==> src/rtl/apb_burst_sequencer_pkg.sv <==
// Shared states, response/burst codes and the APB slave address map
// used by the burst sequencer and its address decoder.
package apb_burst_sequencer_pkg;

  localparam int          DEF_SLAVE_CNT = 2;
  localparam logic [31:0] SLAVE_SPAN    = 32'h0000_1000;
  localparam logic [2:0]  SIZE_WORD     = 3'd2;

  typedef enum logic [2:0] {
    IDLE,
    DECODE,
    WDATA,
    SETUP,
    ACCESS,
    RESP,
    ERR_W,
    ERR_RESP
  } seq_state_e;

  localparam logic [1:0] RESP_OKAY   = 2'b00;
  localparam logic [1:0] RESP_SLVERR = 2'b10;
  localparam logic [1:0] RESP_DECERR = 2'b11;

  localparam logic [1:0] BURST_FIXED = 2'b00;
  localparam logic [1:0] BURST_INCR  = 2'b01;
  localparam logic [1:0] BURST_WRAP  = 2'b10;

  // The map leaves 0x2000-0x2FFF unassigned so that wider configurations have a hole.
  function automatic logic [31:0] slaveBase(input int idx);
    case (idx)
      0:       return 32'h0000_0000;
      1:       return 32'h0000_1000;
      2:       return 32'h0000_3000;
      default: return 32'h0000_4000;
    endcase
  endfunction

endpackage

==> src/rtl/apb_burst_sequencer_decoder.sv <==
// Address decoder: maps a start address onto a one-hot slave select and
// flags transfers the bridge cannot perform.
module apb_burst_sequencer_decoder
  import apb_burst_sequencer_pkg::*;
#(
  parameter int SLAVE_CNT = DEF_SLAVE_CNT
) (
  input  logic [31:0]          addr_i,
  input  logic [2:0]           size_i,
  input  logic [1:0]           burst_i,
  output logic [SLAVE_CNT-1:0] truePsel_o,
  output logic                 decError_o,
  output logic                 nonexistTransfer_o
);

  always_comb begin
    truePsel_o = '0;
    for (int i = 0; i < SLAVE_CNT; i++) begin
      truePsel_o[i] = (addr_i - slaveBase(i)) < SLAVE_SPAN;
    end
  end

  assign decError_o         = addr_i > (slaveBase(SLAVE_CNT - 1) + SLAVE_SPAN - 32'd1);
  assign nonexistTransfer_o = (size_i != SIZE_WORD) || (burst_i == 2'b11);

endmodule

==> src/rtl/apb_burst_sequencer.sv <==
// Breaks one accepted AXI burst into single-beat APB transfers, one response
// beat per AXI beat; illegal or unmapped bursts answer with errors only.
module apb_burst_sequencer
  import apb_burst_sequencer_pkg::*;
#(
  parameter int SLAVE_CNT = DEF_SLAVE_CNT,
  parameter int DW        = 32
) (
  input  logic                    aclk,
  input  logic                    areset,
  input  logic                    cmd_valid,
  output logic                    cmd_ready,
  input  logic [31:0]             cmd_addr,
  input  logic [7:0]              cmd_len,
  input  logic [2:0]              cmd_size,
  input  logic [1:0]              cmd_burst,
  input  logic                    cmd_write,
  input  logic                    wdata_valid,
  output logic                    wdata_ready,
  input  logic [DW-1:0]           wdata,
  input  logic [DW/8-1:0]         wstrb,
  output logic [SLAVE_CNT-1:0]    psel,
  output logic                    penable,
  output logic                    pwrite,
  output logic [31:0]             paddr,
  output logic [DW-1:0]           pwdata,
  output logic [DW/8-1:0]         pstrb,
  input  logic [DW*SLAVE_CNT-1:0] prdata,
  input  logic [SLAVE_CNT-1:0]    pready,
  input  logic [SLAVE_CNT-1:0]    pslverr,
  output logic                    rsp_valid,
  input  logic                    rsp_ready,
  output logic [DW-1:0]           rsp_data,
  output logic [1:0]              rsp_resp,
  output logic                    rsp_last
);

  seq_state_e        state_q, state_d;
  logic [31:0]       addr_q, addr_d;
  logic [7:0]        len_q, len_d;
  logic [7:0]        cnt_q, cnt_d;
  logic [2:0]        size_q, size_d;
  logic [1:0]        burst_q, burst_d;
  logic              write_q, write_d;
  logic [1:0]        target_q, target_d;
  logic [1:0]        errResp_q, errResp_d;
  logic [1:0]        resp_q, resp_d;
  logic [DW-1:0]     pwdata_q, pwdata_d;
  logic [DW-1:0]     rdata_q, rdata_d;
  logic [DW/8-1:0]   pstrb_q, pstrb_d;

  logic [SLAVE_CNT-1:0] truePsel;
  logic                 decError;
  logic                 nonexistTransfer;
  logic [1:0]           targetIdx;
  logic [1:0]           decodeResp;
  logic                 wrapLenOk;
  logic                 selReady;
  logic                 selErr;
  logic [DW-1:0]        selRdata;
  logic                 apbActive;

  // Decoding always works on the latched command so the target is fixed for the whole burst.
  apb_burst_sequencer_decoder #(
    .SLAVE_CNT(SLAVE_CNT)
  ) u_decoder (
    .addr_i             (addr_q),
    .size_i             (size_q),
    .burst_i            (burst_q),
    .truePsel_o         (truePsel),
    .decError_o         (decError),
    .nonexistTransfer_o (nonexistTransfer)
  );

  function automatic logic [31:0] nextAddr(input logic [31:0] addr, input logic [1:0] burst,
                                           input logic [7:0] len);
    logic [31:0] mask;
    mask = ({22'd0, len, 2'b00} + 32'd4) - 32'd1;
    case (burst)
      BURST_FIXED: return addr;
      BURST_INCR:  return addr + 32'd4;
      BURST_WRAP:  return (addr & ~mask) | ((addr + 32'd4) & mask);
      default:     return addr;
    endcase
  endfunction

  assign wrapLenOk = (len_q == 8'd1) || (len_q == 8'd3) || (len_q == 8'd7) || (len_q == 8'd15);

  always_comb begin
    if (nonexistTransfer || (burst_q == BURST_WRAP && !wrapLenOk)) decodeResp = RESP_SLVERR;
    else if (decError || truePsel == '0)                          decodeResp = RESP_DECERR;
    else                                                          decodeResp = RESP_OKAY;
  end

  always_comb begin
    targetIdx = '0;
    selReady  = 1'b0;
    selErr    = 1'b0;
    selRdata  = '0;
    for (int i = 0; i < SLAVE_CNT; i++) begin
      if (truePsel[i]) targetIdx = 2'(i);
      if (target_q == 2'(i)) begin
        selReady = pready[i];
        selErr   = pslverr[i];
        selRdata = prdata[i*DW +: DW];
      end
    end
  end

  always_comb begin
    state_d   = state_q;
    addr_d    = addr_q;
    len_d     = len_q;
    cnt_d     = cnt_q;
    size_d    = size_q;
    burst_d   = burst_q;
    write_d   = write_q;
    target_d  = target_q;
    errResp_d = errResp_q;
    resp_d    = resp_q;
    pwdata_d  = pwdata_q;
    rdata_d   = rdata_q;
    pstrb_d   = pstrb_q;
    unique case (state_q)
      IDLE: if (cmd_valid) begin
        addr_d  = cmd_addr;
        len_d   = cmd_len;
        cnt_d   = cmd_len;
        size_d  = cmd_size;
        burst_d = cmd_burst;
        write_d = cmd_write;
        state_d = DECODE;
      end
      DECODE: begin
        target_d  = targetIdx;
        errResp_d = decodeResp;
        if (decodeResp != RESP_OKAY) state_d = write_q ? ERR_W : ERR_RESP;
        else                         state_d = write_q ? WDATA : SETUP;
      end
      WDATA: if (wdata_valid) begin
        pwdata_d = wdata;
        pstrb_d  = wstrb;
        state_d  = SETUP;
      end
      SETUP: state_d = ACCESS;
      ACCESS: if (selReady) begin
        if (!write_q) rdata_d = selRdata;
        resp_d  = selErr ? RESP_SLVERR : RESP_OKAY;
        state_d = RESP;
      end
      RESP, ERR_RESP: if (rsp_ready) begin
        if (cnt_q == 8'd0) begin
          state_d = IDLE;
        end else begin
          cnt_d  = cnt_q - 8'd1;
          addr_d = nextAddr(addr_q, burst_q, len_q);
          if (state_q == RESP) state_d = write_q ? WDATA : SETUP;
          else                 state_d = write_q ? ERR_W : ERR_RESP;
        end
      end
      ERR_W: if (wdata_valid) state_d = ERR_RESP;
      default: state_d = IDLE;
    endcase
  end

  always_ff @(posedge aclk or posedge areset) begin
    if (areset) begin
      state_q   <= IDLE;
      addr_q    <= '0;
      len_q     <= '0;
      cnt_q     <= '0;
      size_q    <= '0;
      burst_q   <= '0;
      write_q   <= 1'b0;
      target_q  <= '0;
      errResp_q <= RESP_OKAY;
      resp_q    <= RESP_OKAY;
      pwdata_q  <= '0;
      rdata_q   <= '0;
      pstrb_q   <= '0;
    end else begin
      state_q   <= state_d;
      addr_q    <= addr_d;
      len_q     <= len_d;
      cnt_q     <= cnt_d;
      size_q    <= size_d;
      burst_q   <= burst_d;
      write_q   <= write_d;
      target_q  <= target_d;
      errResp_q <= errResp_d;
      resp_q    <= resp_d;
      pwdata_q  <= pwdata_d;
      rdata_q   <= rdata_d;
      pstrb_q   <= pstrb_d;
    end
  end

  assign apbActive   = (state_q == SETUP) || (state_q == ACCESS);
  assign cmd_ready   = (state_q == IDLE);
  assign wdata_ready = ((state_q == WDATA) || (state_q == ERR_W)) && wdata_valid;

  always_comb begin
    psel = '0;
    for (int i = 0; i < SLAVE_CNT; i++) begin
      psel[i] = apbActive && (target_q == 2'(i));
    end
  end

  assign penable   = (state_q == ACCESS);
  assign pwrite    = apbActive && write_q;
  assign paddr     = {addr_q[31:2], 2'b00};
  assign pwdata    = pwdata_q;
  assign pstrb     = write_q ? pstrb_q : '0;
  assign rsp_valid = (state_q == RESP) || (state_q == ERR_RESP);
  assign rsp_data  = (state_q == RESP && !write_q) ? rdata_q : '0;
  assign rsp_resp  = (state_q == RESP) ? resp_q : ((state_q == ERR_RESP) ? errResp_q : RESP_OKAY);
  assign rsp_last  = rsp_valid && (cnt_q == 8'd0);

endmodule
==> config.mk <==
export PLATFORM = sky130hd
export DESIGN_NAME = apb_burst_sequencer
export DESIGN_NICKNAME = d
export VERILOG_FILES = /design/src/rtl/apb_burst_sequencer_pkg.sv /design/src/rtl/apb_burst_sequencer_decoder.sv /design/src/rtl/apb_burst_sequencer.sv
export SDC_FILE = /design/constraint.sdc
export NUM_CORES = 1
export LEC_CHECK = 0
export BUFFER_PORTS_ARGS = -buffer_cell sky130_fd_sc_hd__clkbuf_2
export CORE_ASPECT_RATIO = 0.9
export CORE_MARGIN = 10
export CORE_UTILIZATION = 25
export DETAILED_ROUTE_END_ITERATION = 6
export PLACE_DENSITY = 0.44
export RECOVER_POWER = 50
export SLEW_MARGIN = 20
export SYNTH_ARGS = -nofsm -noshare
export SYNTH_HDL_FRONTEND = slang
export SYNTH_SLANG_ARGS = --single-unit
==> constraint.sdc <==
create_clock -name aclk -period 5.4 [get_ports aclk]
set_input_delay 0.54 -clock aclk [delete_from_list [all_inputs] [get_ports aclk]]
set_output_delay 0.54 -clock aclk [all_outputs]
set_load 0.005 [all_outputs]
* After elaboration in Yosys (flattened, before gate mapping)
Index checks and enable logic that the tools add are counted.
Word-level totals: flip-flop bits (word level) 131, input bits 155, output and inout bits 110, word-level logic and storage cells 115
Operators by class: $add $sub $neg 5, $lt $le $gt $ge 3, equal/unequal tests 23, multiplexer cells 34, bitwise gates (word level) 5, reductions and logical operators 32
Operators by type and width (number):
- 32-bit 2-to-1 mux | 6
- 32-bit case mux with 2 select lines | 2
- 32-bit AND | 2
- 32-bit by 13-bit less-than comparator with 1-bit output, second input constant | 2
- 32-bit by 3-bit adder with 32-bit output, second input constant | 1
- 32-bit by 13-bit greater-than comparator with 1-bit output, second input constant | 1
- 32-bit NOT | 1
- 32-bit OR | 1
- 32-bit by 13-bit subtractor with 32-bit output, second input constant | 1
- 3-bit 2-to-1 mux | 8
- 8-bit 2-to-1 mux | 3
- 3-bit case mux with 7 select lines | 1
- 8-bit case mux with 2 select lines | 1
- 3-bit == test, second input constant | 4
- 11-bit by 1-bit subtractor with 12-bit output, second input constant | 1
- 10-bit by 3-bit adder with 11-bit output, second input constant | 1
- 2-bit 2-to-1 mux | 5
- 2-bit inequality test, second input constant | 5
- 5-bit AND reduction | 2
- 1-bit logical OR | 9
- 8-bit by 1-bit == test with 1-bit output, second input constant | 1
- 8-bit by 2-bit == test with 1-bit output, second input constant | 1
- 8-bit by 3-bit == test with 1-bit output, second input constant | 1
- 8-bit by 4-bit == test with 1-bit output, second input constant | 1
- 20 further kinds | 41

* Longest topological paths before layout
word-level depth 11, depth in mapped cells 8, depth with buffers taken out 7

* Hierarchy
From an unflattened synthesis, not the netlist that was laid out.
Unflattened totals: cell total of the unflattened synthesis 757, area total of the unflattened synthesis 7063.0 µm²
By module, submodules not included:
- apb_burst_sequencer | instances 1, cells an instance 744, area each 6971.7 µm², sequential area each 3228.1 µm²
- apb_burst_sequencer_decoder | instances 1, cells an instance 13, area each 91.3 µm², sequential area each 0.0 µm²

* Worst setup path before layout
Ideal clock, no wire load.
path kind reg2reg, from register addr_q[19], to register target_q[0], setup time 122 ps, data arrival time 2008 ps, required time 5278 ps, setup slack 3271 ps, cell stages (with the launch flop) 7, buffers on the path 1, period minus slack after synthesis 2129 ps, path through dfrtp_1 buf_2 or3_1 or3_4 nor4_4 mux2_1 a32o_1
On the way: word-level cells in the longest chain between the ends 3
RTL lines:
- start: declaration | line apb_burst_sequencer.sv:39 | logic [31:0] addr_q, addr_d;
- start signal: assignment | line apb_burst_sequencer.sv:183 | addr_q <= addr_d;
- 32-bit by 13-bit subtractor with 32-bit output | line apb_burst_sequencer_decoder.sv:19 | truePsel_o[i] = (addr_i - slaveBase(i)) < SLAVE_SPAN;
- 32-bit by 13-bit less-than comparator with 1-bit output | line apb_burst_sequencer_decoder.sv:19
- 1-bit 2-to-1 mux | line apb_burst_sequencer.sv:101 | if (truePsel[i]) targetIdx = 2'(i);
- end signal: assignment | line apb_burst_sequencer.sv:189 | target_q <= target_d;
- end: declaration | line apb_burst_sequencer.sv:45 | logic [1:0] target_q, target_d;
No other way between the ends. A chain may end at the register's enable or synchronous reset.

* Final worst setup path
from register state_q[2], to register addr_q[26]
On the way: word-level cells in the longest chain between the ends 4, elaborated cells on any way between the ends 11, classes of those cells eq/ne (6); mux (1); reduce/logical (4)
RTL lines:
- start: declaration | line apb_burst_sequencer.sv:38 | seq_state_e state_q, state_d;
- start signal: assignment | line apb_burst_sequencer.sv:182 | state_q <= state_d;
- 3-bit == test | line apb_burst_sequencer.sv:124 | unique case (state_q)
- 2-bit OR reduction | line apb_burst_sequencer.sv:124
- 3-bit by 2-bit inequality test with 1-bit output (no line) (tied with other cells)
- 5-bit AND reduction (no line)
Parallel ways exist; a longest one is shown, timed or not.

==> impl_metrics.py <==
metrics = {
    "clock_tree": {
        "clock_path_buffers": 2,
        "clock-sinks": 127,
        "holdBufCountCts": 0,
        "cts_tree": "yes",
        "cts_resized": 0,
        "ctsRootBufferMaster": "clkbuf_16",
        "clock_latency_ns": 0.42,
        "h-tree-depth": 4,
        "post-cts-setup-buffers": 0,
        "cts_buffers": 17,
        "path_clk_slew_ns": 0.07,
    },
    "synth": {
        "synth-seq-cells": 127,
        "synth_edf_count": 0,
        "post-synth-top-area-fraction_pct": 45.24,
        "syn_inst": 762,
        "syn_area_um2": 7025,
        "syn_avg_cell_area_um2": 9.220,
        "synth_warnings": 0,
        "async_flop_share_pct": 100.0,
        "ys_seq_area_share_pct": 45.24,
        "synthTopCellsByArea": "dfrtp_1 (45%), mux2i_1 (5.1%), mux2_2 (5.1%)",
        "yosys.area.top_type": "dfrtp_1",
        "synth.most_common_cell": "dfrtp_1",
        "ys.flop_type": "dfrtp_1",
        "yosys-top-cells-count": "dfrtp_1 (127), nor2_1 (88), nand2_1 (79)",
        "synth.distinct_cells": 56,
    },
    "die": {
        "start_util_pct": 25.28,
        "core_um2": 27790,
        "die_h_um": 179.0,
        "die_w_um": 196.7,
        "fp.dieArea_um2": 35220,
        "io_pins": 265,
        "fp-row-count": 58,
    },
    "worst_setup_path": {
        "crit_required_ns": 5.71,
        "critPathArrivalTime_ns": 3.32,
        "crit_path_frequent_cell": "buf_4",
        "slowest_delay_ns": 0.61,
        "crit_path_cell_trace": "nand2_2 -> buf_4 -> inv_1 -> buf_4 -> nand2_1 -> nor2_1 -> a21oi_1 -> o22a_1",
        "path_buf_inv": 3,
        "crit_fanout": 34,
        "slowest_stage": "dfrtp_1",
        "cpLargestDelayFamily": "simple AND/OR/NAND/NOR gates",
        "end_kind": "register",
        "start_kind": "register",
        "worstSetupPathType": "reg2reg",
    },
    "pwr": {
        "total_power_uw": 4604,
        "p_int_uw": 2709,
        "pwr_density_cell_nw_per_um2": 515.8,
        "power.switching_uw": 1896,
        "comb_power_share_pct": 36.9,
        "peakVddDrop_v": 0.0001935,
        "switching_share_pct": 41.18,
        "clkPwrFrac_pct": 24.2,
        "p_seq_share_pct": 38.8,
        "p_leak_uw": 0.004034,
    },
    "grt": {
        "antenna_found_initial": 1,
        "grt_max_degree": 75,
        "grt_pass1_vias": 6378,
        "grtUsageTotal_pct": 13.38,
        "grt_pass1_wl_um": 37440,
        "gr-total-overflow": 0,
    },
    "sta": {
        "drv_slew": 75,
        "finalCritPeriodShare_pct": 55.74,
        "rsz0062_at_grt": "no",
        "finalHoldViolations": 0,
        "tns_ns": 0,
        "report.final.setup_viol": 0,
        "layout_setup_ws_ns": 2.390,
        "fmax_mhz": 332.3,
        "worst_slew_pin_slew_ns": 3.317,
        "maxSlewHeadroom_pct": -122.4,
        "fin_crit_ns": 3.010,
        "final.setup_skew_ns": 0.01727,
    },
    "placement": {
        "gp_congestion": 0.7621,
        "place.port_buffers": 260,
        "post-place-ws_ns": 2.346,
        "hpwl_um": 18100,
    },
    "route": {
        "wl_um": 24240,
        "vias_per_cell": 4.657,
        "wl_per_cell_um": 17.99,
        "drcViolationCount": 0,
        "vias": 6273,
        "ant_nets": 0,
        "drtIter0Drc": 272,
        "first_pass_iters": 5,
    },
    "finish": {
        "drive_gt1_share_pct": 29.92,
        "fin_util_pct": 32.12,
        "n_fill_cell": 2979,
        "syn_to_final_growth_pct": 27.07,
        "nNetsFinal": 1131,
    },
    "worst_hold_path": {
        "hp-class": "in2reg",
    },
    "outcome": {
        "status": "finished, violations left",
        "violations": "capacitance limit, slew limit",
    },
    "job": {
        "cap_violations": 1,
    },
}
[power by group through the flow]
stage | Clock [µW] | Combinational [µW] | Sequential, µW
4_1_cts | 1160 | 1790 | 1800
3_5_place_dp | 0 | 1780 | 1820
3_3_place_gp | 0 | 1770 | 1810
6_report | 1110 | 1700 | 1790
2_1_floorplan | 0 | 1320 | 1650
5_1_grt | 1200 | 1960 | 1870
[final timing paths]
path	end	depth (start not counted)	slack [ns]	startpoint
max in group asynchronous	target_q[0]	3	2.42	areset
max reg2reg	addr_q[26]	8	2.39	state_q[2]
min	size_q[0]	3	0.31	cmd_size[0]
min reg2reg	size_q[0]	2	0.48	size_q[0]
min in group asynchronous	size_q[0]	2	1.06	areset
max	addr_q[26]	8	2.39	state_q[2]
[state kept, by name (all words and copies together) (netlist names), named ones only]
signal,cells
addr_q,23
burst_q,2
cnt_q,8
errResp_q,2
len_q,8
pstrb_q,4
pwdata,32
rdata_q,32
resp_q,1
size_q,3
state_q,3
target_q,1
write_q,1
[worst register-to-register path, stage by stage (launching register included)]
cell	delay, ns
dfrtp_1	0.61
nand2_2	0.34
buf_4	0.37
inv_1	0.11
buf_4	0.32
nand2_1	0.49
nor2_1	0.36
a21oi_1	0.11
o22a_1	0.19
[metrics by stage]
step / hold slack, ns / cell area (µm²) / cells
6_report: 0.3090 / 8927 / 1347
5_1_grt: 0.3071 / 8925 / 1346
4_1_cts: 0.2484 / 9004 / 1346
3_5_place_dp: 0.4665 / 8439 / 1314
3_3_place_gp: 0.4607 / 8439 / 1314
2_1_floorplan: 0.4403 / 7029 / 763
[cell families after synthesis]
family	count (synthesis)	synth area share [%]
mux	76	11.54
compound gates	179	15.41
simple gates	283	20.00
flops	127	45.24
xor+xnor	4	0.4988
other cells	1	0.05338
buf+inv	89	6.732
fa+ha+maj	3	0.5343
[layout by cell type (no fill, tap or decap), types with 5 or more instances in the layout]
cell	count
nor3_1	10
o22a_1	5
mux2_2	32
and2_1	43
mux2_1	8
nand3_1	10
mux2i_1	36
inv_6	6
nor2_1	88
nand2_1	78
o31ai_1	5
a2bb2oi_1	7
a31oi_1	11
clkbuf_1	54
inv_1	11
clkbuf_16	17
a21oi_1	65
o21ai_0	38
o22ai_1	9
dfrtp_1	126
clkbuf_2	206
a32oi_1	7
nand4_1	9
o21ai_1	8
buf_4	8
nor4_1	12
[final cells by class]
cell class / count / area, µm² / share of cell area [%]
well taps: 360 / 450.4 / 5.046
diodes: 1 / 2.502 / 0.02803
repair buffers: 268 / 1294 / 14.49
clock buffers: 17 / 425.4 / 4.765
clock inverters: 15 / 138.9 / 1.556
inverters: 12 / 46.29 / 0.5186
multi-input cells: 547 / 3391 / 37.98
flip-flops and latches: 127 / 3179 / 35.61
[metal layers]
metal	track usage (%)	up-vias	part of all wire, %
met1	17.47	2976	45
met3	4.019	15	6.4
met4	3.438	0	1.4
met2	21.18	189	47
li1	-	3093	-
met5	0	-	0
(Power assumes the default switching activity.)
